<file path="config.mk">
export PLATFORM = sky130hd
export DESIGN_NAME = seg7_scan_driver
export DESIGN_NICKNAME = d
export VERILOG_FILES = /design/src/rtl/seg7_scan_driver.sv
export SDC_FILE = /design/constraint.sdc
export NUM_CORES = 1
export LEC_CHECK = 0
export CELL_PAD_IN_SITES_DETAIL_PLACEMENT = 2
export CELL_PAD_IN_SITES_GLOBAL_PLACEMENT = 2
export CORE_MARGIN = 2
export CORE_UTILIZATION = 25
export CTS_CLUSTER_SIZE = 14
export DETAILED_ROUTE_END_ITERATION = 6
export GPL_ROUTABILITY_DRIVEN = 0
export PLACE_DENSITY = 0.66
export SYNTH_ARGS = -nofsm -noshare
export SYNTH_HDL_FRONTEND = slang
export SYNTH_SLANG_ARGS = --single-unit
</file>
<file path="constraint.sdc">
create_clock -name clk -period 3.3 [get_ports clk]
set_input_delay 0.33 -clock clk [delete_from_list [all_inputs] [get_ports clk]]
set_output_delay 0.33 -clock clk [all_outputs]
set_load 0.005 [all_outputs]
</file>
<file path="src/rtl/seg7_scan_driver.sv">
// Multiplexed common-anode 7-segment scan driver with frame-aligned staged
// loading, per-digit decimal points, leading-zero blanking and PWM brightness.
module seg7_scan_driver #(
    parameter int unsigned NUM_DIGITS = 8,
    parameter int unsigned SCAN_DIV   = 17,
    parameter int unsigned DUTY_BITS  = 4
) (
    input  logic                      clk,
    input  logic                      reset,
    input  logic [4*NUM_DIGITS-1:0]   data_in,
    input  logic [NUM_DIGITS-1:0]     dp_in,
    input  logic                      load,
    input  logic                      lz_blank,
    input  logic [DUTY_BITS-1:0]      brightness,
    output logic [NUM_DIGITS-1:0]     whichLight,
    output logic [6:0]                whichPipe,
    output logic                      dp,
    output logic                      frame_start,
    output logic                      pending
);

    localparam int unsigned DATA_W = 4 * NUM_DIGITS;
    localparam int unsigned IDX_W  = (NUM_DIGITS > 1) ? $clog2(NUM_DIGITS) : 1;
    localparam logic [IDX_W-1:0]    LAST_IDX = IDX_W'(NUM_DIGITS - 1);
    localparam logic [SCAN_DIV-1:0] TICK_MAX = '1;

    function automatic logic [6:0] hex_seg(input logic [3:0] nib);
        logic [6:0] seg;
        case (nib)
            4'h0: seg = 7'b0000001;
            4'h1: seg = 7'b1001111;
            4'h2: seg = 7'b0010010;
            4'h3: seg = 7'b0000110;
            4'h4: seg = 7'b1001100;
            4'h5: seg = 7'b0100100;
            4'h6: seg = 7'b0100000;
            4'h7: seg = 7'b0001111;
            4'h8: seg = 7'b0000000;
            4'h9: seg = 7'b0000100;
            4'hA: seg = 7'b0001000;
            4'hB: seg = 7'b1100000;
            4'hC: seg = 7'b0110001;
            4'hD: seg = 7'b1000010;
            4'hE: seg = 7'b0110000;
            default: seg = 7'b0111000;
        endcase
        return seg;
    endfunction

    logic [SCAN_DIV-1:0]   tick_q, tick_d;
    logic [IDX_W-1:0]      idx_q, idx_d;
    logic [DATA_W-1:0]     disp_data_q, disp_data_d;
    logic [NUM_DIGITS-1:0] disp_dp_q, disp_dp_d;
    logic [DATA_W-1:0]     stage_data_q, stage_data_d;
    logic [NUM_DIGITS-1:0] stage_dp_q, stage_dp_d;
    logic                  pending_q, pending_d;
    logic                  frame_start_q, frame_start_d;
    logic [NUM_DIGITS-1:0] light_q, light_d;
    logic [6:0]            pipe_q, pipe_d;
    logic                  dp_q, dp_d;

    logic                  slot_end;
    logic                  boundary;
    logic [3:0]            cur_nib;
    logic                  cur_dp;
    logic                  cur_blank;
    logic                  zero_run;
    logic [DUTY_BITS-1:0]  phase;
    logic                  lit;

    // Scan counters, staging and frame-boundary commit
    always_comb begin
        tick_d        = tick_q + SCAN_DIV'(1);
        idx_d         = idx_q;
        disp_data_d   = disp_data_q;
        disp_dp_d     = disp_dp_q;
        stage_data_d  = stage_data_q;
        stage_dp_d    = stage_dp_q;
        pending_d     = pending_q;
        slot_end      = (tick_q == TICK_MAX);
        boundary      = slot_end && (idx_q == LAST_IDX);
        frame_start_d = boundary;

        if (slot_end) begin
            idx_d = boundary ? '0 : idx_q + IDX_W'(1);
        end
        if (boundary && pending_q) begin
            disp_data_d = stage_data_q;
            disp_dp_d   = stage_dp_q;
            pending_d   = 1'b0;
        end
        // A load on the boundary cycle is staged for the following frame
        if (load) begin
            stage_data_d = data_in;
            stage_dp_d   = dp_in;
            pending_d    = 1'b1;
        end
    end

    // Current-digit selection, leading-zero detection and PWM gating
    always_comb begin
        cur_nib   = 4'h0;
        cur_dp    = 1'b0;
        cur_blank = 1'b0;
        zero_run  = 1'b1;
        for (int i = 0; i < int'(NUM_DIGITS); i++) begin
            zero_run = zero_run & (disp_data_q[4*(int'(NUM_DIGITS)-1-i) +: 4] == 4'h0);
            if (idx_q == IDX_W'(i)) begin
                cur_nib   = disp_data_q[4*(int'(NUM_DIGITS)-1-i) +: 4];
                cur_dp    = disp_dp_q[i];
                cur_blank = lz_blank && zero_run && (i != int'(NUM_DIGITS) - 1);
            end
        end

        phase   = tick_q[SCAN_DIV-1 -: DUTY_BITS];
        lit     = (phase <= brightness);
        light_d = '1;
        pipe_d  = 7'b1111111;
        dp_d    = 1'b1;
        if (lit) begin
            light_d = ~(NUM_DIGITS'(1) << idx_q);
            pipe_d  = cur_blank ? 7'b1111111 : hex_seg(cur_nib);
            dp_d    = ~cur_dp;
        end
    end

    always_ff @(posedge clk) begin
        if (reset) begin
            tick_q        <= '0;
            idx_q         <= '0;
            disp_data_q   <= '0;
            disp_dp_q     <= '0;
            stage_data_q  <= '0;
            stage_dp_q    <= '0;
            pending_q     <= 1'b0;
            frame_start_q <= 1'b0;
            light_q       <= '1;
            pipe_q        <= 7'b1111111;
            dp_q          <= 1'b1;
        end else begin
            tick_q        <= tick_d;
            idx_q         <= idx_d;
            disp_data_q   <= disp_data_d;
            disp_dp_q     <= disp_dp_d;
            stage_data_q  <= stage_data_d;
            stage_dp_q    <= stage_dp_d;
            pending_q     <= pending_d;
            frame_start_q <= frame_start_d;
            light_q       <= light_d;
            pipe_q        <= pipe_d;
            dp_q          <= dp_d;
        end
    end

    assign whichLight  = light_q;
    assign whichPipe   = pipe_q;
    assign dp          = dp_q;
    assign frame_start = frame_start_q;
    assign pending     = pending_q;

endmodule

</file>
==> results of run 1 <==
==> stage by stage <==
| stage | hold slack, ps | cell area, um^2 |
|---|---|---|
| floorplan | 413 | 5150 |
| global placement | 424 | 6050 |
| detailed placement | 441 | 6050 |
| CTS | 390 | 6620 |
| global route | 417 | 6660 |
| finish | 389 | 6660 |
==> layer usage <==
metal	wire, um	up-vias	track usage, %
met3	483	18	3.43
met5	0	-	0
met1	7140	2180	18.0
li1	-	2140	-
met2	7750	66	26.3
met4	262	0	5.00
==> cells by family (layout without fill, tap and decap cells) <==
kind of cell / count (synthesis) / after routing / share of synthesized area [%]
mux: 45 / 45 / 8.77
fa+ha+maj: 18 / 18 / 4.37
compound gates: 98 / 98 / 12.7
xor+xnor: 13 / 13 / 2.21
simple gates: 241 / 241 / 20.6
flops: 118 / 118 / 45.8
buf+inv: 63 / 135 / 5.49
==> worst max path at each step <==
stage | cells after the start | from | to | slack, ps
floorplan | 11 | idx_q[0]$_SDFFE_PP0P_ | whichPipe[6]$_SDFF_PP1_ | 550
global placement | 10 | idx_q[0]$_SDFFE_PP0P_ | whichPipe[6]$_SDFF_PP1_ | 310
detailed placement | 10 | idx_q[0]$_SDFFE_PP0P_ | whichPipe[6]$_SDFF_PP1_ | 120
CTS | 11 | idx_q[0]$_SDFFE_PP0P_ | whichPipe[6]$_SDFF_PP1_ | 80
global route | 11 | idx_q[0]$_SDFFE_PP0P_ | whichPipe[6]$_SDFF_PP1_ | 50
finish | 11 | idx_q[0]$_SDFFE_PP0P_ | whichPipe[6]$_SDFF_PP1_ | 200
==> Yosys cell counts, types with 3 or more instances <==
library cell    n
a211o_1         4
a211oi_1        3
a21oi_1        56
a221oi_1        5
a221oi_2        4
and2_1          3
and3_1          3
buf_2           4
buf_4           3
buf_6           4
clkbuf_1       27
dfxtp_1       118
ha_1           18
inv_1          20
inv_2           3
mux2i_1        44
nand2_1       111
nand3_1        13
nand3b_1        3
nand4_1         6
nor2_1         68
nor2b_1         9
nor3_1          6
nor3b_1         4
nor4_1          5
o2111ai_1       3
o21ai_0         6
xnor2_1         4
xor2_1          9
==> sequential cells by signal, indices dropped and copies added, names as in the netlist <==
signal        flops
tick_q           17
dp                1
frame_start       1
stage_dp_q        8
stage_data_q     32
disp_dp_q         8
whichPipe         7
idx_q             3
disp_data_q      32
whichLight        8
pending           1
==> what timing repair did <==
action | 4_1_cts | 5_1_grt
endpoints found under the setup margin | 0 | 4
hold endpoints to repair | 0 | 0
resized for setup | 0 | 3
buffers inserted | 0 | 2
hold buffers | 0 | 0
==> final cells by class <==
class | count | area (um^2)
Sequential cell | 118 | 2360
Inverter | 23 | 86.3
Fill cell | 2267 | 13600
Multi-Input combinational cell | 415 | 2530
Clock buffer | 25 | 495
Timing Repair Buffer | 83 | 776
Tap cell | 270 | 338
Clock inverter | 4 | 70.1
==> where the power goes <==
group	leakage [uW]	switching, uW	internal, uW
combinational	0.00125	76.7	99.6
clock	0.000279	618	1170
sequential	0.000962	21.1	1470
total	0.00249	716	2740
==> critical path, stage by stage (launching register included) <==
cell	delay (ps)
dfxtp_1	410
ha_1	230
ha_2	260
buf_4	170
nand2_1	80
a221oi_1	260
o21ai_1	180
a221oi_4	370
inv_1	120
ha_1	250
and3_1	170
or4_1	480
==> out/results.ini, run 1 <==
[min_path]
min_from = reset
hold_path_depth = 2
hold_path.class = input pin to flip-flop
whs_endpoint = tick_q[0]$_SDFF_PP0_

[floorplanning]
start_util_pct = 25.5
die_y_um = 148
num_rows = 52
die_w_um = 148
die_area_um2 = 21800
io_pins = 66
core_um2 = 20200

[final_layout]
final_nets = 724
final_common_cell = dfxtp_1
diodes = 0
instances_no_fill = 938
post-route-util_pct = 32.9
final_cell_mix = dfxtp_1, nand2_1, nor2_1
synthToLayoutAreaGrowth_pct = 29.3
drive_gt1_share_pct = 8.98

[route]
firstDrtPassIters = 4
vias = 4404
wirelength_mm = 15.6
ant_nets = 0
wl_per_cell_um = 16.7
drc_errors = 0
drt-initial-drc-count = 178
viasPerCell = 4.70

[logic_synthesis]
synth_edf_count = 0
syn_inst = 596
seq_area_frac_synth_pct = 45.8
yosysUniqueCellTypes = 54
synth.net_count = 662
ys_warn_count = 0
ys.flop_type = dfxtp_1
syn-cell-area_um2 = 5150
synth_top_area_share_pct = 45.8
synthTopCellsByArea = dfxtp_1, mux2i_1, nand2_1, a21oi_1, nor2_1
synth_top_cell_by_area = dfxtp_1
async_flop_share_pct = 0
syn_avg_cell_area_um2 = 8.65
synth-seq-cells = 118

[clock_tree]
cts_root_buf = clkbuf_16
clock_path_buffers = 2
htree_levels = 4
clkTransAtPathRegs_ps = 60
cts_buffers = 17
cts_tree = done
clk_latency_ps = 420
cts_sinks = 118

[sta]
rsz0062_at_grt = false
setup_slack_ps = 202
period_share_pct = 93.9
fmax_ghz = 0.323
slew_violations = 0
final.setup.tns_ps = 0
hold_viol_final = 0
setup_violations = 0
relSlewSlack_pct = 38.1
finClkSkew_ps = 11.0
worst_pin_slew_ps = 929
period_minus_slack_ps = 3100

[setup_path]
rr_worst_depth = 11
critPathRequiredTime_ps = 3600
end_kind = flip-flop
r2r-start = idx_q[0]$_SDFFE_PP0P_
worstPathArrival_ps = 3390
reg2reg_to = whichPipe[6]$_SDFF_PP1_
critical_path.max_fanout = 7
cp-start-kind = flip-flop
rrSetupSlack_ps = 200
crit_type = flip-flop to flip-flop

[global_routing]
grt_pass1_wl_mm = 25.6
antenna_found_initial = 0
grt_usage_pct = 15.0
grt_pass1_vias = 4842
grt_max_degree = 45
grt_overflow = 0

[placed_design]
dp.cells = 907
port_buffers = 65
dp_hpwl_mm = 11.3
place_ws_ps = 123

[power_and_ir_drop]
total_power_uw = 3460
p_per_area_nw_per_um2 = 519
peakVddDrop_v = 0.000345
p_leak_uw = 0.00249

[outcome]
status = finished clean

[job]
maxCapViolCount = 0

No activity file was read; power rests on OpenSTA's default activity.
==> run 2: changes to the inputs <==
--- a/config.mk
+++ b/config.mk
@@ -8,11 +8,11 @@
 export CELL_PAD_IN_SITES_DETAIL_PLACEMENT = 2
 export CELL_PAD_IN_SITES_GLOBAL_PLACEMENT = 2
 export CORE_MARGIN = 2
-export CORE_UTILIZATION = 25
+export CORE_UTILIZATION = 33
 export CTS_CLUSTER_SIZE = 14
 export DETAILED_ROUTE_END_ITERATION = 6
 export GPL_ROUTABILITY_DRIVEN = 0
-export PLACE_DENSITY = 0.66
+export PLACE_DENSITY = 0.82
 export SYNTH_ARGS = -nofsm -noshare
 export SYNTH_HDL_FRONTEND = slang
 export SYNTH_SLANG_ARGS = --single-unit
==> run 2 against run 1 <==
Net effect: sequential share of layout area is 0.60 points higher; non-clock buffer count is 1 lower; global-route usage is 5.2 points higher; hold slack better by 60 ps; maximum frequency is 1.3% lower; register-to-register slack worse by 40 ps; cell count is 8.7% lower; via count hardly changed; largest power group unchanged.
==> out/results.ini, run 2 (same netlist as run 1, synthesis figures left out) <==
[outcome]
status = finished clean

[final_layout]
postLayoutCellArea_um2 = 6550  ; -1.7%
multi_input_area_um2 = 2520  ; -0.35%
final_nets = 723  ; -0.14%
reg_top3 = disp_data_q (32), stage_data_q (32), tick_q (17)
final_cell_mix = dfxtp_1, nand2_1, nor2_1
synthToLayoutAreaGrowth_pct = 27.1
seqCellArea_um2 = 2360  ; unchanged
diodes = 0  ; unchanged
fillers = 1675  ; -26%
final_common_cell = dfxtp_1
drive_gt1_share_pct = 9.58  ; +0.60 points

[sta]
setup_violations = 0  ; unchanged
holdWs_ps = 449  ; +60.1 ps
slew_violations = 0  ; unchanged
setup_slack_ps = 161  ; -40.9 ps
finClkSkew_ps = 11.2  ; +0.172 ps
period_share_pct = 95.1  ; +1.2 points
final.setup.tns_ps = 0  ; unchanged
fmax_ghz = 0.319  ; -1.3%
rsz0062_at_grt = false
hold_viol_final = 0  ; unchanged
worst_pin_slew_ps = 759  ; -169 ps
relSlewSlack_pct = 49.4  ; +11 points
period_minus_slack_ps = 3140  ; +40.9 ps

[setup_path]
critPathRequiredTime_ps = 3590  ; about the same
worstPathArrival_ps = 3430  ; +40 ps
rr_worst_depth = 10  ; -1
crit_chain = inv_1 > ha_1 > nor3b_1 > nor3_1 > o21ai_1 > a221oi_4 > inv_1 > ha_1 > nor3b_1 > or4_1
cp-start-kind = flip-flop
critical_path.max_fanout = 13  ; +6
cp_slowest_stage_delay_ps = 470  ; about the same
cp_slowest_cell = or4_1
crit_type = flip-flop to flip-flop
end_kind = flip-flop

[floorplanning]
start_util_pct = 33.9  ; +8.4 points
die_w_um = 129  ; -13%
io_pins = 66  ; unchanged
core_um2 = 15200  ; -25%
num_rows = 45  ; -13%
die_y_um = 129  ; -13%
die_area_um2 = 16600  ; -24%

[clock_tree]
cts_buffers = 17  ; unchanged
clkTransAtPathRegs_ps = 50  ; about the same
clock_path_buffers = 2  ; unchanged
cts_tree = done
htree_levels = 4  ; unchanged
clk_latency_ps = 420  ; about the same
ctsHoldBuffers = 0  ; unchanged
cts_root_buf = clkbuf_16
cts_sinks = 118  ; unchanged

[global_routing]
grt_overflow = 0  ; unchanged
grt_pass1_vias = 5014  ; +3.6%
grt_max_degree = 66  ; +47%
grt_usage_pct = 20.1  ; +5.2 points
antenna_found_initial = 0  ; unchanged
grt_pass1_wl_mm = 25.7  ; +0.24%

[route]
wl_per_cell_um = 18.3  ; +9.7%
drc_errors = 0  ; unchanged
ant_nets = 0  ; unchanged
drt-initial-drc-count = 171  ; -3.9%
viasPerCell = 5.15  ; +9.7%
vias = 4407  ; +0.068%
wirelength_mm = 15.7  ; +0.14%
firstDrtPassIters = 4  ; unchanged

[min_path]
hold_path.class = flip-flop to flip-flop
hold_path_depth = 2  ; unchanged

[job]
maxCapViolCount = 0  ; unchanged

[placed_design]
dp_hpwl_mm = 10.7  ; -5.6%
place_ws_ps = 20.0  ; -103 ps
port_buffers = 65  ; unchanged
placed_cell_area_um2 = 5960  ; -1.6%

[power_and_ir_drop]
p_leak_uw = 0.00248  ; -0.47%
p_int_uw = 2720  ; -0.79%
pwr-share-seq_pct = 42.9  ; about the same
combinationalPowerShare_pct = 5.1  ; about the same
clock_power_share_pct = 52.0  ; about the same
switching_share_pct = 21.6  ; +0.83 points
total_power_uw = 3470  ; +0.27%
p_per_area_nw_per_um2 = 529  ; +2.0%
switchingPower_uw = 747  ; +4.3%
peakVddDrop_v = 0.000389  ; +13%

==> run 2: layout make-up <==
type / instances / area share [%]
multi-input cells: 415 / 38.5
flip-flops and latches: 118 / 36.1
repair buffers: 82 / 11.7
clock buffers: 21 / 7.18
well taps: 188 / 3.59
clock inverters: 9 / 1.57
inverters: 23 / 1.32
==> run 2: worst max-delay path: cells and delay by family (launching register included) <==
kind	cells	cell delay [ps]
AND/OR/NAND/NOR	4	1070
adder cells (fa/ha/maj)	2	680
buffers and inverters	2	290
flip-flops	1	420
AO/OA/AOI/OAI	2	550
==> run 2: worst paths after layout <==
path	from	endpoint	slack, ps
worst max-delay path	idx_q[0]$_SDFFE_PP0P_	whichPipe[6]$_SDFF_PP1_	160
worst min-delay path	stage_data_q[24]$_SDFFE_PP0P_	disp_data_q[24]$_SDFFE_PP0P_	450
worst max register to register	idx_q[0]$_SDFFE_PP0P_	whichPipe[6]$_SDFF_PP1_	160
worst min register to register	stage_data_q[24]$_SDFFE_PP0P_	disp_data_q[24]$_SDFFE_PP0P_	450
==> run 2: timing repair <==
item | in CTS | in global routing
setup endpoints to repair | 1 | 2
setup buffers | 0 | 0
hold endpoints to repair | 0 | 0
resized for setup | 1 | 2
==> run 2: metal layers <==
| metal | vias to the layer above | global-route usage [%] | part of all wire (%) |
|---|---|---|---|
| li1 | 2140 | - | - |
| met4 | 0 | 8.12 | 2.2 |
| met2 | 68 | 36.9 | 52 |
| met5 | - | 0 | 0 |
| met3 | 22 | 5.36 | 2.9 |
| met1 | 2177 | 22.0 | 43 |
==> run 2: metrics by stage <==
step	util, %	instances
5_1_grt	43.1	856
4_1_cts	43.0	856
3_3_place_gp	39.2	826
3_5_place_dp	39.2	826
6_report	43.1	856
2_1_floorplan	-	596
==> run 2: power by group through the flow <==
stage	sequential [uW]	clock [uW]	combinational, uW
after floorplan	1510	0	85.2
after global placement	1510	0	167
after detailed placement	1520	0	177
after CTS	1490	1840	180
after global routing	1490	1900	194
final	1490	1800	175
==> run 3: changes to the inputs <==
--- a/config.mk
+++ b/config.mk
@@ -9,6 +9,7 @@
 export CELL_PAD_IN_SITES_GLOBAL_PLACEMENT = 2
 export CORE_MARGIN = 2
 export CORE_UTILIZATION = 33
+export CTS_CLUSTER_DIAMETER = 40
 export CTS_CLUSTER_SIZE = 14
 export DETAILED_ROUTE_END_ITERATION = 6
 export GPL_ROUTABILITY_DRIVEN = 0
==> results of run 3 <==
The final DEF is identical to that of run 2; final timing and power are the same.
